**config.mk**
```make
export PLATFORM = sky130hd
export DESIGN_NAME = pixel_pair_writer
export DESIGN_NICKNAME = d
export VERILOG_FILES = /design/src/rtl/pixel_pair_writer.sv
export SDC_FILE = /design/constraint.sdc
export NUM_CORES = 1
export LEC_CHECK = 0
export BUFFER_PORTS_ARGS = -buffer_cell sky130_fd_sc_hd__buf_2
export CAP_MARGIN = 20
export CORE_UTILIZATION = 38
export CTS_BUF_LIST = sky130_fd_sc_hd__clkbuf_2 sky130_fd_sc_hd__clkbuf_4 sky130_fd_sc_hd__clkbuf_8
export CTS_CLUSTER_DIAMETER = 120
export CTS_CLUSTER_SIZE = 12
export DETAILED_ROUTE_END_ITERATION = 7
export PLACE_DENSITY = 0.63
export REMOVE_ABC_BUFFERS = 1
export SYNTH_ARGS = -nofsm -noshare
export SYNTH_HDL_FRONTEND = slang
export SYNTH_SLANG_ARGS = --single-unit
```
**constraint.sdc**
```tcl
create_clock -name clk -period 2.1 [get_ports clk]
set_input_delay 0.315 -clock clk [delete_from_list [all_inputs] [get_ports clk]]
set_output_delay 0.315 -clock clk [all_outputs]
set_load 0.02 [all_outputs]
```
**src/rtl/pixel_pair_writer.sv**
```systemverilog
// Packs consecutive RGB444 pixels into 24-bit words and drives the frame-buffer
// write port for one frame per start-of-frame marker.
module pixel_pair_writer #(
  parameter int ADDR_W      = 11,
  parameter int FRAME_WORDS = 2048
) (
  input  logic              clk,
  input  logic              rst_n,
  input  logic              capture_en,
  input  logic              sof,
  input  logic              px_valid,
  input  logic [11:0]       px_data,
  output logic              we_a,
  output logic [ADDR_W-1:0] w_address,
  output logic [23:0]       w_data,
  output logic              frame_done,
  output logic              resync_err,
  output logic              busy
);

  typedef enum logic [1:0] {IDLE, CAPTURE, FINISH} state_t;

  localparam logic [ADDR_W:0] LAST_WORD = (ADDR_W+1)'(FRAME_WORDS - 1);

  state_t            state, state_nxt;
  logic [ADDR_W:0]   cnt, cnt_nxt;
  logic              half, half_nxt;
  logic [11:0]       hold, hold_nxt;
  logic              we_nxt, fd_nxt, rerr_nxt;
  logic [ADDR_W-1:0] addr_nxt;
  logic [23:0]       data_nxt;

  always_ff @(posedge clk or negedge rst_n) begin
    if (!rst_n) begin
      state      <= IDLE;
      cnt        <= '0;
      half       <= 1'b0;
      hold       <= '0;
      we_a       <= 1'b0;
      w_address  <= '0;
      w_data     <= '0;
      frame_done <= 1'b0;
      resync_err <= 1'b0;
    end else begin
      state      <= state_nxt;
      cnt        <= cnt_nxt;
      half       <= half_nxt;
      hold       <= hold_nxt;
      we_a       <= we_nxt;
      w_address  <= addr_nxt;
      w_data     <= data_nxt;
      frame_done <= fd_nxt;
      resync_err <= rerr_nxt;
    end
  end

  always_comb begin
    state_nxt = state;
    cnt_nxt   = cnt;
    half_nxt  = half;
    hold_nxt  = hold;
    we_nxt    = 1'b0;
    addr_nxt  = w_address;
    data_nxt  = w_data;
    fd_nxt    = 1'b0;
    rerr_nxt  = resync_err;
    if (!capture_en) rerr_nxt = 1'b0;

    case (state)
      IDLE: begin
        if (sof && capture_en) begin
          state_nxt = CAPTURE;
          cnt_nxt   = '0;
          half_nxt  = 1'b0;
        end
      end
      CAPTURE: begin
        // The completing pixel outranks a coincident sof: the frame finishes
        // and the sof is not treated as a restart.
        if (!capture_en) begin
          state_nxt = IDLE;
          half_nxt  = 1'b0;
        end else if (px_valid && half && cnt == LAST_WORD) begin
          we_nxt    = 1'b1;
          addr_nxt  = cnt[ADDR_W-1:0];
          data_nxt  = {hold, px_data};
          half_nxt  = 1'b0;
          cnt_nxt   = cnt + 1'b1;
          state_nxt = FINISH;
        end else if (sof) begin
          rerr_nxt  = 1'b1;
          cnt_nxt   = '0;
          half_nxt  = 1'b0;
        end else if (px_valid) begin
          if (!half) begin
            hold_nxt = px_data;
            half_nxt = 1'b1;
          end else begin
            we_nxt   = 1'b1;
            addr_nxt = cnt[ADDR_W-1:0];
            data_nxt = {hold, px_data};
            half_nxt = 1'b0;
            cnt_nxt  = cnt + 1'b1;
          end
        end
      end
      FINISH: begin
        // Cycle holding the final write; frame_done follows it.
        fd_nxt    = 1'b1;
        state_nxt = IDLE;
      end
      default: state_nxt = IDLE;
    endcase
  end

  assign busy = (state != IDLE);

endmodule

```
==> results of run 1 <==
[placed cells by master, fill, tap and decap left out, types with 2 or more instances in the layout]
cell,netlist,layout
nand2_1,122,122
nor2b_1,2,2
o21ai_0,5,5
buf_12,0,3
nor2_1,5,5
buf_2,3,55
and3_1,3,2
and2_1,4,4
dfrtp_1,65,65
clkbuf_8,0,11
nand4_1,3,3
a21oi_1,3,3
a21o_1,2,2
nand3_1,7,7
or2_2,2,2
o31ai_1,3,3
nor3_1,2,2
clkinvlp_4,0,2
o311ai_0,2,2
buf_4,2,4
mux2_2,12,12
[cells by family after synthesis]
family,count (synthesis)
adders and majority gates,1
DFF,65
AOI/OAI and AO/OA,22
and+or+nand+nor,158
muxes,13
buffers and inverters,15
xor gates and xnor gates,1
[worst reg2reg max path, delay by kind of cell, from the launching register on]
family	cells	cell delay, ps
buffers and inverters	1	200
DFF	1	410
and+or+nand+nor	4	830
AOI/OAI and AO/OA	1	270
adders and majority gates	1	210
[routing by layer]
layer	vias to the layer above	GRT usage	routed length [um]
met5	-	0	0
met4	0	0.0773	96
met1	983	0.203	2530
met2	54	0.239	2380
li1	1025	-	-
met3	8	0.0476	302
[area by class of cell]
type / count / area (um^2)
clock buffers: 11 / 151
flip-flops and latches: 65 / 1630
multi-input cells: 195 / 1010
repair buffers: 63 / 375
clock inverters: 5 / 62.6
inverters: 2 / 10.0
fillers: 644 / 3510
well taps: 96 / 120
[per-stage QoR]
stage          instance area [um^2]  hold slack, ps   util
4_1_cts                        3350             163  0.488
3_3_place_gp                   3130             359  0.456
2_1_floorplan                  2650            19.4      -
6_report                       3360             176  0.489
5_1_grt                        3360             165  0.489
3_5_place_dp                   3130             359  0.456
[registers in the layout (all words and copies together) (netlist names)]
name / flops
state: 2
we_a: 1
resync_err: 1
cnt: 12
frame_done: 1
w_address: 11
half: 1
hold: 12
w_data: 24
[report_power, final]
group	internal, uW	switching, uW
registers	1360	56.0
logic	121	157
clock network	618	490
[repair_timing]
action                                 4_1_cts  5_1_grt
setup endpoints to repair                    0        4
setup buffers                                0        0
hold buffers                                 1        0
endpoints found under the hold margin       65        0
gates resized for setup                      0        2
[worst paths after layout]
path	startpoint	endpoint	slack, ps	cells past startpoint
max	cnt[0]$_DFFE_PN0P_	cnt[7]$_DFFE_PN0P_	130	7
min	px_data[7]	w_data[7]$_DFFE_PN0P_	180	3
max reg2reg	cnt[0]$_DFFE_PN0P_	cnt[7]$_DFFE_PN0P_	130	7
min reg2reg	hold[1]$_DFFE_PN0P_	w_data[13]$_DFFE_PN0P_	470	2
max in group asynchronous	rst_n	cnt[1]$_DFFE_PN0P_	1320	3
min in group asynchronous	rst_n	w_data[4]$_DFFE_PN0P_	510	3
==> results.md, run 1 <==
- Place WS: 112 ps
- Post-synthesis async set-or-reset flop share: 1.00
- Initial DRC count: 82
- Antenna cell count: 0
- Global-route wire length before repair: 8.94 mm
- Least-Margin Pin Slew: 455 ps
- Fin. max-slew vios: 0
- Clk_lat worst skew: 340 ps
- Fin crit share: 0.939
- Synth Register Bits: 65
- Post-synthesis mux area share: 0.0534
- Post-synth top area share: 0.598
- Site Rows: 30
- Placed Cells: 420
- Setup TNS: 0 ps
- Cells after Synth: 275
- Syn_area_per_cell: 9.89 um^2
- Yosys warns: 0
- Slew headroom: 0.693
- Power per Cell Area: 834 nW/um^2
- Clock transition at path regs: 80 ps
- # setup viols final: 0
- Antenna violations before repair: 0
- Post-synth EDFFs: 0
- Max frequency: 507 MHz
- Setup CP Type: reg -> reg
- Non-Filler Instances: 437
- Dpl hpwl: 3.41 mm
- Main combinational cell family by area after synthesis: simple AND/OR/NAND/NOR gates
- Seq/Total Area, Yosys: 0.598
- CP max FO: 43
- RSZ-0062 raised after global routing: false
- Core area: 6870 um^2
- Largest net degree at the start of global routing: 66
- Top post-synthesis cells by area: dfrtp_1, nand2_1, mux2_2
- Port bufs: 55
- Min-Delay Path Class: in -> reg
- Crit-path cells: ha_1 -> and3_2 -> nand4_2 -> a21o_1 -> buf_12 -> or3_1 -> nand3_1
- IO Pins: 56
- WL per Instance: 12.1 um
- H-Tree Level Count: 3
- Crit start category: flop
- Clock sinks: 65
- Die height: 86.6 um
- Minimum clock period: 1970 ps
- Clock buffer depth: 2
- Status: completed
- Post-synth top flop: dfrtp_1
- Synth cell types: 40
- Via count: 2070
- Largest stage delay, worst path: 410 ps
- Setup crit end kind: flop
- Required @ worst endpoint: 2380 ps
- Final ANT Viol Nets: 0
- Cell accounting for the most synthesized area: dfrtp_1
- Drt via density: 4.74
- Post-Synth Adder-Cell Area: 0.00460
- Most frequent cell after synthesis: nand2_1
- Fin worst setup slack: 129 ps
- Gpl congestion: 0.743
- Drt drc: 0
- Layout area overhead: 23.4%
- Max-cap violations: 0
- WP buf/inv: 1
- Root Driver: clkbuf_8
- Total Power: 2800 uW
- Grt total ovfl: 0
- Setup Skew: 8.72 ps
- Post-synthesis xor/xnor area fraction: 0.00322
- Vias in the first global route: 1979
- Final nets: 354
- VDD IR max: 0.535 mV
- Total die area: 7500 um^2
- Initial Util: 0.396
- CP max-delay cell: dfrtp_1
- Synth Area in Compound Gates: 0.0552
- Die W: 86.6 um
- Post-synthesis simple-gate area fraction: 0.255
- Arrival @ worst endpoint: 2250 ps
- Post-Syn Area: 2720 um^2
- Fraction of layout cells with a size suffix above 1: 0.282
- CTS buffer count: 9
- Post-synth top cells: nand2_1, dfrtp_1, mux2_2
- Cell family with most CP delay: simple AND/OR/NAND/NOR gates
- Lkg Pwr: 0.00183 uW
- Number of iterations in the first detailed-routing pass: 4
- Aggregate global-route resource usage: 0.157
- Total Routed Length: 5.31 mm
- CTS tree: built
- Final Hold Viols: 0
Note: power is estimated with default switching activity, not from simulation.
==> inputs of run 2 (changes only) <==
--- a/config.mk
+++ b/config.mk
@@ -14,6 +14,7 @@
 export DETAILED_ROUTE_END_ITERATION = 7
 export PLACE_DENSITY = 0.63
 export REMOVE_ABC_BUFFERS = 1
+export SETUP_SLACK_MARGIN = 0.15
 export SYNTH_ARGS = -nofsm -noshare
 export SYNTH_HDL_FRONTEND = slang
 export SYNTH_SLANG_ARGS = --single-unit
==> constraint.sdc (replaced) <==
create_clock -name clk -period 2.53 [get_ports clk]
set_input_delay 0.3795 -clock clk [delete_from_list [all_inputs] [get_ports clk]]
set_output_delay 0.3795 -clock clk [all_outputs]
set_load 0.02 [all_outputs]
==> results.md, run 2 (same netlist as run 1, synthesis figures left out) <==
- Site Rows: 30 (unchanged)
- Drt via density: 4.66 (was 4.74)
- Initial Util: 0.396 (unchanged)
- Reg-to-reg setup timing slack: 470 ps (was 130 ps)
- Total Routed Length: 5.27 mm (was 5.31 mm)
- Number of iterations in the first detailed-routing pass: 4 (unchanged)
- Max-cap violations: 0 (unchanged)
- CTS buffer count: 9 (unchanged)
- Gpl congestion: 0.733 (was 0.743)
- Clock transition at path regs: 70 ps (was 80 ps)
- Drt drc: 0 (unchanged)
- Largest net degree at the start of global routing: 46 (was 66)
- Via count: 2031 (was 2070)
- VDD IR max: 0.344 mV (was 0.535 mV)
- Setup crit end kind: flop (unchanged)
- WL per Instance: 12.1 um (about the same)
- Clock sinks: 65 (unchanged)
- Place WS: 483 ps (was 112 ps)
- Fin worst setup slack: 473 ps (was 129 ps)
- Grt total ovfl: 0 (unchanged)
- Power per Cell Area: 676 nW/um^2 (was 834 nW/um^2)
- Die height: 86.6 um (unchanged)
- Largest registers: w_data: 24 flops, cnt: 12 flops, hold: 12 flops (unchanged)
- R2R Path Start: cnt[0]$_DFFE_PN0P_ (unchanged)
- Hold buffers post-CTS: 0 (was 1)
- Required @ worst endpoint: 2730 ps (was 2380 ps)
- Final nets: 353 (was 354)
- Port bufs: 55 (unchanged)
- IO Pins: 56 (unchanged)
- Final instance area: 3300 um^2 (was 3360 um^2)
- # setup viols final: 0 (unchanged)
- Worst r2r path cells: 8 (was 7)
- Commonest cells after routing, fill and taps aside: nand2_1, dfrtp_1, buf_2 (unchanged)
- Root Driver: clkbuf_8 (unchanged)
- Setup CP Type: reg -> reg (unchanged)
- Vias in the first global route: 2031 (was 1979)
- Setup Skew: 8.23 ps (was 8.72 ps)
- Antenna violations before repair: 0 (unchanged)
- Largest Register: w_data (unchanged)
- Post-CTS resize count: 0 (unchanged)
- Setup Buffers After CTS: 0 (unchanged)
- Max frequency: 486 MHz (was 507 MHz)
- Largest register FFs: 24 (unchanged)
- Antenna cell count: 0 (unchanged)
- Final ANT Viol Nets: 0 (unchanged)
- Global-route wire length before repair: 9.16 mm (was 8.94 mm)
- Lkg Pwr: 0.00181 uW (was 0.00183 uW)
- Least-Margin Pin Slew: 495 ps (was 455 ps)
- Core area: 6870 um^2 (unchanged)
- Total die area: 7500 um^2 (unchanged)
- Dpl hpwl: 3.53 mm (was 3.41 mm)
- Status: completed (unchanged)
- Min-Delay Path Class: in -> async (was in -> reg)
- Slew headroom: 0.667 (was 0.693)
- CP max FO: 21 (was 43)
- Crit start category: flop (unchanged)
- CTS tree: built (unchanged)
- Aggregate global-route resource usage: 0.159 (was 0.157)
- Minimum clock period: 2060 ps (was 1970 ps)
- RSZ-0062 raised after global routing: false (unchanged)
- Fin crit share: 0.813 (was 0.939)
- Fraction of layout cells with a size suffix above 1: 0.279 (was 0.282)
- Clock buffer depth: 2 (unchanged)
- Clk_lat worst skew: 340 ps (about the same)
- Reg2Reg Capture Point: cnt[9]$_DFFE_PN0P_ (was cnt[7]$_DFFE_PN0P_)
- H-Tree Level Count: 3 (unchanged)
- Layout area overhead: 21.2% (was 23.4%)
- Fin. max-slew vios: 0 (unchanged)
- Die W: 86.6 um (unchanged)
- Initial DRC count: 93 (was 82)
- Arrival @ worst endpoint: 2260 ps (was 2250 ps)
- Total Power: 2230 uW (was 2800 uW)
- DP Area: 3110 um^2 (was 3130 um^2)
- Commonest non-fill, non-tap cell in the layout: nand2_1 (unchanged)
- Final Hold Viols: 0 (unchanged)
run 2: report_power, final:
part / internal, uW / leakage (uW) / total, uW / switching, uW
registers: 1130 / 0.000879 / 1170 / 46.9
logic: 98.4 / 0.000833 / 230 / 131
clock network: 414 / 0.0000959 / 825 / 412
total: 1640 / 0.00181 / 2230 / 590
run 2: worst max-delay path: stages (launching register included):
cell	delay, ps
dfrtp_1	420
ha_1	240
and3_1	240
nand4_2	110
a21o_1	160
clkinv_2	260
buf_4	280
nand3_1	80
o311ai_0	120
run 2: how the worst max path moves through the flow:
stage | depth (start not counted) | start | slack (ps) | endpoint
finish | 8 | cnt[0]$_DFFE_PN0P_ | 470 | cnt[9]$_DFFE_PN0P_
global route | 7 | cnt[0]$_DFFE_PN0P_ | 280 | cnt[6]$_DFFE_PN0P_
CTS | 8 | cnt[0]$_DFFE_PN0P_ | 460 | cnt[9]$_DFFE_PN0P_
detailed placement | 8 | cnt[0]$_DFFE_PN0P_ | 480 | cnt[9]$_DFFE_PN0P_
global placement | 8 | cnt[0]$_DFFE_PN0P_ | 530 | cnt[9]$_DFFE_PN0P_
floorplan | 7 | cnt[0]$_DFFE_PN0P_ | -230 | cnt[11]$_DFFE_PN0P_
run 2: cell type report:
cell class                      count  area (um^2)
Sequential cell                    65         1630
Fill cell                         658         3570
Multi-Input combinational cell    195         1010
Clock inverter                      5         38.8
Clock buffer                       11          151
Inverter                            2         8.76
Timing Repair Buffer               62          340
Tap cell                           96          120
run 2: through the flow:
stage	hold WS (ps)	cells	setup TNS (ps)	utilization
after floorplan	83.9	262	-4110	-
after global placement	377	420	0	0.452
after detailed placement	381	420	0	0.452
after CTS	10.4	436	0	0.480
after global routing	32.2	436	0	0.480
final	2.55	436	0	0.480
run 2: per-layer routing:
metal	vias to the layer above	global-route usage	routed length, um
met3	10	0.0476	314
met4	0	0.0864	102
met5	-	0	0
met2	45	0.243	2300
li1	1023	-	-
met1	953	0.204	2550
